### src/rtl/ct_lsu_pfu_gsdb_if.sv
// Load-stream and gpfb-side signals of the global stride detection buffer.
// create_vld / pop_req are single-cycle pulses with no back-pressure: gpfb must act on them the cycle they are high.
interface ct_lsu_pfu_gsdb_if;
  logic        ld_da_pfu_act_vld;
  logic        ld_da_pfu_pf_inst_vld;
  logic [39:0] ld_da_pfu_va;
  logic        pfu_gpfb_vld;
  logic        pfu_gsdb_gpfb_create_vld;
  logic        pfu_gsdb_gpfb_pop_req;
  logic [10:0] pfu_gsdb_stride;
  logic        pfu_gsdb_stride_neg;
  logic [6:0]  pfu_gsdb_strideh_6to0;
  logic        pfu_gsdb_vld;

  modport slave (
    input  ld_da_pfu_act_vld, ld_da_pfu_pf_inst_vld, ld_da_pfu_va, pfu_gpfb_vld,
    output pfu_gsdb_gpfb_create_vld, pfu_gsdb_gpfb_pop_req, pfu_gsdb_stride,
           pfu_gsdb_stride_neg, pfu_gsdb_strideh_6to0, pfu_gsdb_vld
  );

  modport master (
    output ld_da_pfu_act_vld, ld_da_pfu_pf_inst_vld, ld_da_pfu_va, pfu_gpfb_vld,
    input  pfu_gsdb_gpfb_create_vld, pfu_gsdb_gpfb_pop_req, pfu_gsdb_stride,
           pfu_gsdb_stride_neg, pfu_gsdb_strideh_6to0, pfu_gsdb_vld
  );
endinterface

### src/rtl/ct_lsu_pfu_gsdb.sv
// Global stride detection buffer: trains one global stride from the DA-stage load
// stream and tells the global prefetch buffer when to create or drop its stream.
module ct_lsu_pfu_gsdb #(
  parameter int CONF_THRESH = 3,
  parameter int CNT_W       = 3
) (
  input  logic             forever_cpuclk,
  input  logic             cpurst_b,
  input  logic             pfu_dcache_pref_en,
  input  logic             pfu_l2_pref_en,
  input  logic [1:0]       cp0_yy_priv_mode,
  input  logic             pfu_pop_all_vld,
  ct_lsu_pfu_gsdb_if.slave gsdb,
  output logic [1:0]       dbg_state,
  output logic [CNT_W-1:0] dbg_cnt
);

  typedef enum logic [1:0] {
    IDLE      = 2'd0,
    TRAIN     = 2'd1,
    CONFIRMED = 2'd2
  } state_e;

  localparam logic [CNT_W-1:0] THRESH     = CNT_W'(CONF_THRESH);
  localparam logic [CNT_W-1:0] THRESH_M1  = CNT_W'(CONF_THRESH - 1);
  localparam logic [CNT_W-1:0] CNT_ONE    = CNT_W'(1);

  state_e           state, state_nxt;
  logic [39:0]      prev_va, prev_va_nxt;
  logic [10:0]      stride_reg, stride_nxt;
  logic [CNT_W-1:0] cnt, cnt_nxt;
  logic [1:0]       priv_ff;
  logic             en_ff;
  logic             create_q, create_nxt;
  logic             pop_q, pop_nxt;

  logic             en;
  logic             sample;
  logic [39:0]      diff;
  logic             in_range;
  logic             diff_zero;
  logic             stride_match;
  logic             ctx_change;
  logic             gpfb_lost;
  logic [CNT_W-1:0] cnt_inc;
  logic [10:0]      stride_abs;

  assign en           = pfu_dcache_pref_en | pfu_l2_pref_en;
  assign sample       = gsdb.ld_da_pfu_act_vld & gsdb.ld_da_pfu_pf_inst_vld & en;
  assign diff         = gsdb.ld_da_pfu_va - prev_va;
  assign in_range     = (diff[39:10] == '0) | (diff[39:10] == '1);
  assign diff_zero    = (diff == '0);
  assign stride_match = (diff[10:0] == stride_reg);
  assign ctx_change   = (cp0_yy_priv_mode != priv_ff) | (en_ff & ~en);
  assign cnt_inc      = cnt + CNT_ONE;
  // gpfb only raises its valid the cycle after our create pulse, so that cycle is exempt.
  assign gpfb_lost    = (state == CONFIRMED) & ~create_q & ~gsdb.pfu_gpfb_vld;

  always_comb begin
    state_nxt   = state;
    prev_va_nxt = prev_va;
    stride_nxt  = stride_reg;
    cnt_nxt     = cnt;
    create_nxt  = 1'b0;
    pop_nxt     = 1'b0;
    if (pfu_pop_all_vld) begin
      state_nxt   = IDLE;
      prev_va_nxt = '0;
      stride_nxt  = '0;
      cnt_nxt     = '0;
    end else if (ctx_change) begin
      state_nxt   = IDLE;
      prev_va_nxt = '0;
      stride_nxt  = '0;
      cnt_nxt     = '0;
      pop_nxt     = (state == CONFIRMED);
    end else if (gpfb_lost) begin
      // One more matching sample re-creates the stream.
      state_nxt = TRAIN;
      cnt_nxt   = THRESH_M1;
    end else if (sample && ((state == IDLE) || !diff_zero)) begin
      prev_va_nxt = gsdb.ld_da_pfu_va;
      unique case (state)
        IDLE: begin
          state_nxt = TRAIN;
          cnt_nxt   = '0;
        end
        TRAIN: begin
          if (!in_range) begin
            cnt_nxt    = '0;
            stride_nxt = '0;
          end else if (stride_match && (cnt != '0)) begin
            if (cnt_inc >= THRESH) begin
              state_nxt  = CONFIRMED;
              cnt_nxt    = THRESH;
              create_nxt = 1'b1;
            end else begin
              cnt_nxt = cnt_inc;
            end
          end else begin
            stride_nxt = diff[10:0];
            cnt_nxt    = CNT_ONE;
          end
        end
        CONFIRMED: begin
          if (!in_range) begin
            state_nxt  = TRAIN;
            stride_nxt = '0;
            cnt_nxt    = '0;
            pop_nxt    = 1'b1;
          end else if (!stride_match) begin
            state_nxt  = TRAIN;
            stride_nxt = diff[10:0];
            cnt_nxt    = CNT_ONE;
            pop_nxt    = 1'b1;
          end
        end
        default: state_nxt = IDLE;
      endcase
    end
  end

  always_ff @(posedge forever_cpuclk) begin
    if (cpurst_b) begin
      state      <= IDLE;
      prev_va    <= '0;
      stride_reg <= '0;
      cnt        <= '0;
      priv_ff    <= '0;
      en_ff      <= 1'b0;
      create_q   <= 1'b0;
      pop_q      <= 1'b0;
    end else begin
      state      <= state_nxt;
      prev_va    <= prev_va_nxt;
      stride_reg <= stride_nxt;
      cnt        <= cnt_nxt;
      priv_ff    <= cp0_yy_priv_mode;
      en_ff      <= en;
      create_q   <= create_nxt;
      pop_q      <= pop_nxt;
    end
  end

  assign stride_abs = stride_reg[10] ? (~stride_reg + 11'd1) : stride_reg;

  assign gsdb.pfu_gsdb_gpfb_create_vld = create_q;
  assign gsdb.pfu_gsdb_gpfb_pop_req    = pop_q;
  assign gsdb.pfu_gsdb_stride          = stride_reg;
  assign gsdb.pfu_gsdb_stride_neg      = stride_reg[10];
  assign gsdb.pfu_gsdb_strideh_6to0    = stride_abs[10:4];
  assign gsdb.pfu_gsdb_vld             = (state != IDLE);

  assign dbg_state = state;
  assign dbg_cnt   = cnt;

endmodule

### src/flat_wrapper.sv
// flat-port wrapper written by rule: the top's interface ports become plain ports
module ct_lsu_pfu_gsdb_flat 
#(
  parameter int CONF_THRESH = 3,
  parameter int CNT_W       = 3
)
  (forever_cpuclk, cpurst_b, pfu_dcache_pref_en, pfu_l2_pref_en, cp0_yy_priv_mode, pfu_pop_all_vld, dbg_state, dbg_cnt, gsdb_ld_da_pfu_act_vld, gsdb_ld_da_pfu_pf_inst_vld, gsdb_ld_da_pfu_va, gsdb_pfu_gpfb_vld, gsdb_pfu_gsdb_gpfb_create_vld, gsdb_pfu_gsdb_gpfb_pop_req, gsdb_pfu_gsdb_stride, gsdb_pfu_gsdb_stride_neg, gsdb_pfu_gsdb_strideh_6to0, gsdb_pfu_gsdb_vld);
  ct_lsu_pfu_gsdb_if gsdb_i ();
  input  logic forever_cpuclk;
  input  logic cpurst_b;
  input  logic pfu_dcache_pref_en;
  input  logic pfu_l2_pref_en;
  input  logic [1:0] cp0_yy_priv_mode;
  input  logic pfu_pop_all_vld;
  output logic [1:0] dbg_state;
  output logic [CNT_W-1:0] dbg_cnt;
  input wire logic [$bits(gsdb_i.ld_da_pfu_act_vld)-1:0] gsdb_ld_da_pfu_act_vld;
  input wire logic [$bits(gsdb_i.ld_da_pfu_pf_inst_vld)-1:0] gsdb_ld_da_pfu_pf_inst_vld;
  input wire logic [$bits(gsdb_i.ld_da_pfu_va)-1:0] gsdb_ld_da_pfu_va;
  input wire logic [$bits(gsdb_i.pfu_gpfb_vld)-1:0] gsdb_pfu_gpfb_vld;
  output wire logic [$bits(gsdb_i.pfu_gsdb_gpfb_create_vld)-1:0] gsdb_pfu_gsdb_gpfb_create_vld;
  output wire logic [$bits(gsdb_i.pfu_gsdb_gpfb_pop_req)-1:0] gsdb_pfu_gsdb_gpfb_pop_req;
  output wire logic [$bits(gsdb_i.pfu_gsdb_stride)-1:0] gsdb_pfu_gsdb_stride;
  output wire logic [$bits(gsdb_i.pfu_gsdb_stride_neg)-1:0] gsdb_pfu_gsdb_stride_neg;
  output wire logic [$bits(gsdb_i.pfu_gsdb_strideh_6to0)-1:0] gsdb_pfu_gsdb_strideh_6to0;
  output wire logic [$bits(gsdb_i.pfu_gsdb_vld)-1:0] gsdb_pfu_gsdb_vld;
  assign gsdb_i.ld_da_pfu_act_vld = gsdb_ld_da_pfu_act_vld;
  assign gsdb_i.ld_da_pfu_pf_inst_vld = gsdb_ld_da_pfu_pf_inst_vld;
  assign gsdb_i.ld_da_pfu_va = gsdb_ld_da_pfu_va;
  assign gsdb_i.pfu_gpfb_vld = gsdb_pfu_gpfb_vld;
  assign gsdb_pfu_gsdb_gpfb_create_vld = gsdb_i.pfu_gsdb_gpfb_create_vld;
  assign gsdb_pfu_gsdb_gpfb_pop_req = gsdb_i.pfu_gsdb_gpfb_pop_req;
  assign gsdb_pfu_gsdb_stride = gsdb_i.pfu_gsdb_stride;
  assign gsdb_pfu_gsdb_stride_neg = gsdb_i.pfu_gsdb_stride_neg;
  assign gsdb_pfu_gsdb_strideh_6to0 = gsdb_i.pfu_gsdb_strideh_6to0;
  assign gsdb_pfu_gsdb_vld = gsdb_i.pfu_gsdb_vld;
  ct_lsu_pfu_gsdb #(.CONF_THRESH(CONF_THRESH), .CNT_W(CNT_W)) u_core (.forever_cpuclk(forever_cpuclk), .cpurst_b(cpurst_b), .pfu_dcache_pref_en(pfu_dcache_pref_en), .pfu_l2_pref_en(pfu_l2_pref_en), .cp0_yy_priv_mode(cp0_yy_priv_mode), .pfu_pop_all_vld(pfu_pop_all_vld), .gsdb(gsdb_i), .dbg_state(dbg_state), .dbg_cnt(dbg_cnt));
endmodule
### config.mk
export PLATFORM = sky130hd
export DESIGN_NAME = ct_lsu_pfu_gsdb_flat
export DESIGN_NICKNAME = d
export VERILOG_FILES = /design/src/rtl/ct_lsu_pfu_gsdb_if.sv /design/src/rtl/ct_lsu_pfu_gsdb.sv /design/src/flat_wrapper.sv
export SDC_FILE = /design/constraint.sdc
export NUM_CORES = 1
export LEC_CHECK = 0
export ABC_CLOCK_PERIOD_IN_PS = 7900
export CAP_MARGIN = 20
export CORE_UTILIZATION = 30
export CTS_CLUSTER_SIZE = 24
export DETAILED_ROUTE_END_ITERATION = 8
export PLACE_DENSITY = 0.48
export SLEW_MARGIN = 20
export SYNTH_ARGS = -nofsm -noshare
export SYNTH_HDL_FRONTEND = slang
export SYNTH_SLANG_ARGS = --single-unit
### constraint.sdc
create_clock -name forever_cpuclk -period 7.9 [get_ports forever_cpuclk]
set_input_delay 0.79 -clock forever_cpuclk [delete_from_list [all_inputs] [get_ports forever_cpuclk]]
set_output_delay 0.79 -clock forever_cpuclk [all_outputs]
set_load 0.05 [all_outputs]
==> flow_results.xml <==
<?xml version="1.0" encoding="UTF-8"?>
<metrics>
  <group name="critical_path">
    <metric name="worst-endpoint-required" unit="ns">8.11</metric>
    <metric name="setup.worst_path.start_class" unit="">input port</metric>
    <metric name="crit_arrival" unit="ns">5.88</metric>
    <metric name="slowest_delay" unit="ns">0.60</metric>
    <metric name="endpoint_kind_of_the_worst_setup_timing_path" unit="">register</metric>
    <metric name="worst_path_max_delay_cell" unit="">sky130_fd_sc_hd__a211oi_2</metric>
    <metric name="reg2reg_setup_slack" unit="ns">2.88</metric>
    <metric name="reg2reg_to" unit="">u_core.prev_va[18]</metric>
    <metric name="r2r_cells" unit="">15</metric>
    <metric name="cell_by_cell_listing_of_the_critical_path" unit="">clkdlybuf4s50_1, inv_1, ha_1, inv_1, fa_1, a21oi_1, nand4b_1, a211oi_2, o31a_1, a21oi_1, o211ai_1, o2111ai_1, nor4_4, nand4_1, nand2_2, buf_4, mux2i_1, nor2_1</metric>
    <metric name="timing_worst_setup_path_type" unit="">input port to register</metric>
    <metric name="reg2reg_from" unit="">u_core.prev_va[9]</metric>
    <metric name="worst-path-max-fanout" unit="">23</metric>
  </group>
  <group name="synth">
    <metric name="syn_avg_cell_area" unit="um2">7.73</metric>
    <metric name="synth.net_count" unit="">956</metric>
    <metric name="synth.cell_area" unit="um2">6630</metric>
    <metric name="synth_warnings" unit="">0</metric>
    <metric name="synth.yosys.seq_area_share" unit="">0.184</metric>
    <metric name="post-synth-top-area-cell" unit="">sky130_fd_sc_hd__dfxtp_1</metric>
    <metric name="synth_top_area_frac" unit="">0.184</metric>
    <metric name="synthTopCellsByArea" unit="">sky130_fd_sc_hd__dfxtp_1 (18%), sky130_fd_sc_hd__mux2i_1 (9.7%), sky130_fd_sc_hd__ha_1 (8.9%), sky130_fd_sc_hd__nor2_1 (4.8%), sky130_fd_sc_hd__nand2_1 (4.6%)</metric>
    <metric name="synthCells" unit="">858</metric>
    <metric name="synth_edf_count" unit="">0</metric>
    <metric name="yosys.cell_types.count" unit="">88</metric>
    <metric name="synthArstFlopShare" unit="">0</metric>
    <metric name="synthFlopType" unit="">sky130_fd_sc_hd__dfxtp_1</metric>
    <metric name="synth.ff_latch_count" unit="">61</metric>
  </group>
  <group name="sta">
    <metric name="skew" unit="ns">0.0132</metric>
    <metric name="rsz0062_at_grt" unit="">false</metric>
    <metric name="finalCritPeriodShare" unit="">0.718</metric>
    <metric name="final_period_minus_worst_setup_slack" unit="ns">5.67</metric>
    <metric name="drv_slew" unit="">0</metric>
    <metric name="hold_viol" unit="">0</metric>
    <metric name="report.final.setup_viol" unit="">0</metric>
    <metric name="setup-tns-final" unit="ns">0</metric>
    <metric name="worst-slew-pin-transition" unit="ns">0.780</metric>
    <metric name="remaining_max_slew_budget_at_the_tightest_pin" unit="">0.475</metric>
    <metric name="maxClockFrequency" unit="MHz">176</metric>
  </group>
  <group name="floorplanning">
    <metric name="top_level_ports" unit="">77</metric>
    <metric name="die-height" unit="um">151</metric>
    <metric name="core-area" unit="um2">21800</metric>
    <metric name="initial_utilization" unit="">0.305</metric>
    <metric name="rows" unit="">54</metric>
    <metric name="dieArea" unit="um2">22700</metric>
    <metric name="die_width" unit="um">151</metric>
  </group>
  <group name="drt">
    <metric name="via_per_inst" unit="">5.41</metric>
    <metric name="route.detailed.drc" unit="">0</metric>
    <metric name="postRouteAntennaNets" unit="">0</metric>
    <metric name="detailroute.via_count" unit="">6432</metric>
    <metric name="wl_per_cell" unit="um">16.8</metric>
    <metric name="initialDrtViolationCount" unit="">324</metric>
    <metric name="firstDrtPassIters" unit="">5</metric>
    <metric name="route.final.wire_length" unit="mm">20.0</metric>
  </group>
  <group name="global_route">
    <metric name="grt_antenna_before_repair" unit="">0</metric>
    <metric name="grt_usage" unit="">0.186</metric>
    <metric name="grt_pass1_vias" unit="">6165</metric>
    <metric name="grt_max_degree" unit="">47</metric>
    <metric name="grt_total_ovfl" unit="">0</metric>
    <metric name="global_route_wire_length_before_repair" unit="mm">32.8</metric>
  </group>
  <group name="cells_and_area">
    <metric name="multi_input_area" unit="um2">4980</metric>
    <metric name="area_grow_syn2layout" unit="%">19.0</metric>
    <metric name="finish.instance_area" unit="um2">7890</metric>
    <metric name="antenna-diode-count" unit="">0</metric>
    <metric name="final_nets" unit="">1003</metric>
    <metric name="fillCellCount" unit="">2331</metric>
    <metric name="seq_area" unit="um2">1220</metric>
    <metric name="drive_above_1_share" unit="">0.0681</metric>
  </group>
  <group name="power_and_ir_drop">
    <metric name="ir_drop" unit="mV">0.0922</metric>
    <metric name="static-leakage-power" unit="nW">2.90</metric>
    <metric name="p_per_cell_area" unit="nW/um2">135</metric>
  </group>
  <group name="min_path">
    <metric name="timing.hold.worst_path_depth" unit="">2</metric>
    <metric name="capture_endpoint_of_the_worst_hold_path" unit="">u_core.prev_va[37]</metric>
    <metric name="min-delay-start" unit="">u_core.prev_va[37]</metric>
    <metric name="hold_class" unit="">register to register</metric>
  </group>
  <group name="placed_design">
    <metric name="dpl-instance-area" unit="um2">7540</metric>
    <metric name="port_buffers" unit="">76</metric>
    <metric name="gp_routability_congestion" unit="">0.866</metric>
    <metric name="place.detailed.hpwl" unit="mm">16.0</metric>
  </group>
  <group name="clock_tree">
    <metric name="number_of_buffers_added_to_fix_hold_violations_after_cts" unit="">0</metric>
    <metric name="clkLatencyLatePin" unit="ns">0.35</metric>
    <metric name="cts_post_setup_buffers_inserted" unit="">0</metric>
    <metric name="tritoncts.num_buffers" unit="">9</metric>
    <metric name="cts_resized" unit="">0</metric>
    <metric name="cts_tree" unit="">yes</metric>
    <metric name="cts_sinks" unit="">61</metric>
    <metric name="clock_tree.root_cell" unit="">sky130_fd_sc_hd__clkbuf_16</metric>
    <metric name="worst_setup_hold_path_clk_slew" unit="ns">0.05</metric>
    <metric name="cts_htree_levels" unit="">3</metric>
    <metric name="cts_buffer_depth" unit="">2</metric>
  </group>
  <group name="run_status">
    <metric name="run_status" unit="">finished clean</metric>
  </group>
  <group name="job">
    <metric name="timing.max_cap.violations" unit="">0</metric>
  </group>
</metrics>
==> per-layer routing <==
| metal | global-route usage | vias to the layer above | share of wire |
|---|---|---|---|
| li1 | - | 3248 | - |
| met1 | 0.247 | 3009 | 0.48 |
| met2 | 0.308 | 147 | 0.47 |
| met3 | 0.0227 | 28 | 0.036 |
| met4 | 0.0630 | 0 | 0.021 |
| met5 | 0 | - | 0 |
==> placed cells by master (no fill, tap or decap), drive strengths merged, types with 4 or more instances in the layout <==
master / count
nor4: 14
nor3: 12
nor4b: 6
mux2i: 64
a22oi: 4
nor2: 84
o21ai: 46
a211oi: 15
nand2: 83
nand4b: 8
o221ai: 4
o31ai: 6
and2: 10
xnor2: 23
nand4: 24
xor2: 13
nand2b: 7
nor2b: 5
o21a: 17
or3: 13
and3: 8
and4: 10
clkbuf: 12
a21oi: 56
ha: 47
inv: 58
o211ai: 9
clkdlybuf4s50: 76
dfxtp: 61
o311a: 4
or2: 9
or4: 7
a21o: 13
o311ai: 4
nand3: 25
==> kinds of logic after synthesis <==
kind of cell,Yosys count,synth area share
simple gates,332,0.265
flops,61,0.184
buf+inv,100,0.0662
fa+ha+maj,48,0.0917
compound gates,214,0.240
xor+xnor,38,0.0545
mux,65,0.0983
==> worst max-delay path, delay by kind of cell <==
| kind | cells | cell delay [ns] |
|---|---|---|
| buf+inv | 4 | 1.14 |
| fa+ha+maj | 2 | 0.44 |
| simple gates | 5 | 1.38 |
| mux | 1 | 0.24 |
| compound gates | 6 | 1.87 |
==> layout make-up <==
class                   count  area share
multi-input cells         697       0.632
flip-flops and latches     61       0.155
repair buffers             78      0.0983
well taps                 280      0.0444
clock buffers              12      0.0312
inverters                  58      0.0276
clock inverters             4      0.0121
==> worst max path at each step <==
stage | endpoint | start | depth (start not counted)
floorplan | u_core.dbg_state[0] | gsdb_ld_da_pfu_va[0] | 16
global placement | u_core.prev_va[18] | gsdb_ld_da_pfu_va[0] | 18
detailed placement | u_core.prev_va[31] | gsdb_ld_da_pfu_va[0] | 18
CTS | u_core.prev_va[18] | gsdb_ld_da_pfu_va[0] | 18
global route | u_core.prev_va[36] | gsdb_ld_da_pfu_va[0] | 18
finish | u_core.prev_va[18] | gsdb_ld_da_pfu_va[0] | 18
==> report_power, final <==
part / switching [W] / internal (W)
Clock: 0.000155 / 0.000317
Combinational: 0.000171 / 0.000112
Sequential: 0.00000107 / 0.000310
Total: 0.000327 / 0.000739
==> registers in the layout, summed over array words and instances (netlist names) <==
name,count
u_core.prev_va,40
u_core.dbg_state,2
u_core.priv_ff,2
u_core.gsdb.pfu_gsdb_gpfb_create_vld,1
u_core.gsdb.pfu_gsdb_stride,11
u_core.en_ff,1
u_core.gsdb.pfu_gsdb_gpfb_pop_req,1
u_core.dbg_cnt,3
==> cell usage after synthesis (6+ instances only) <==
| cell | n |
|---|---|
| sky130_fd_sc_hd__a211oi_1 | 13 |
| sky130_fd_sc_hd__a21o_1 | 12 |
| sky130_fd_sc_hd__a21oi_1 | 50 |
| sky130_fd_sc_hd__and2_1 | 9 |
| sky130_fd_sc_hd__and3_1 | 8 |
| sky130_fd_sc_hd__and4_1 | 10 |
| sky130_fd_sc_hd__buf_2 | 18 |
| sky130_fd_sc_hd__buf_4 | 7 |
| sky130_fd_sc_hd__clkbuf_1 | 15 |
| sky130_fd_sc_hd__dfxtp_1 | 61 |
| sky130_fd_sc_hd__ha_1 | 47 |
| sky130_fd_sc_hd__inv_1 | 58 |
| sky130_fd_sc_hd__mux2i_1 | 64 |
| sky130_fd_sc_hd__nand2_1 | 81 |
| sky130_fd_sc_hd__nand2b_1 | 7 |
| sky130_fd_sc_hd__nand3_1 | 25 |
| sky130_fd_sc_hd__nand4_1 | 24 |
| sky130_fd_sc_hd__nand4b_1 | 8 |
| sky130_fd_sc_hd__nor2_1 | 84 |
| sky130_fd_sc_hd__nor3_1 | 10 |
| sky130_fd_sc_hd__nor4_1 | 12 |
| sky130_fd_sc_hd__o211ai_1 | 9 |
| sky130_fd_sc_hd__o21a_1 | 17 |
| sky130_fd_sc_hd__o21ai_0 | 31 |
| sky130_fd_sc_hd__o21ai_1 | 11 |
| sky130_fd_sc_hd__or2_2 | 6 |
| sky130_fd_sc_hd__or3_1 | 13 |
| sky130_fd_sc_hd__xnor2_1 | 23 |
| sky130_fd_sc_hd__xor2_1 | 13 |
==> metrics by stage <==
stage | instances | setup WS [ns] | utilization | power (W) | hold slack (ns)
after global placement | 1174 | 1.90 | 0.347 | 0.000601 | 0.476
after CTS | 1190 | 2.26 | 0.362 | 0.00108 | 0.496
after detailed placement | 1174 | 1.94 | 0.347 | 0.000598 | 0.485
after floorplan | 858 | 3.70 | - | 0.000514 | 0.463
final | 1190 | 2.23 | 0.363 | 0.00107 | 0.493
after global routing | 1190 | 1.86 | 0.363 | 0.00112 | 0.520
(Power assumes the default switching activity.)
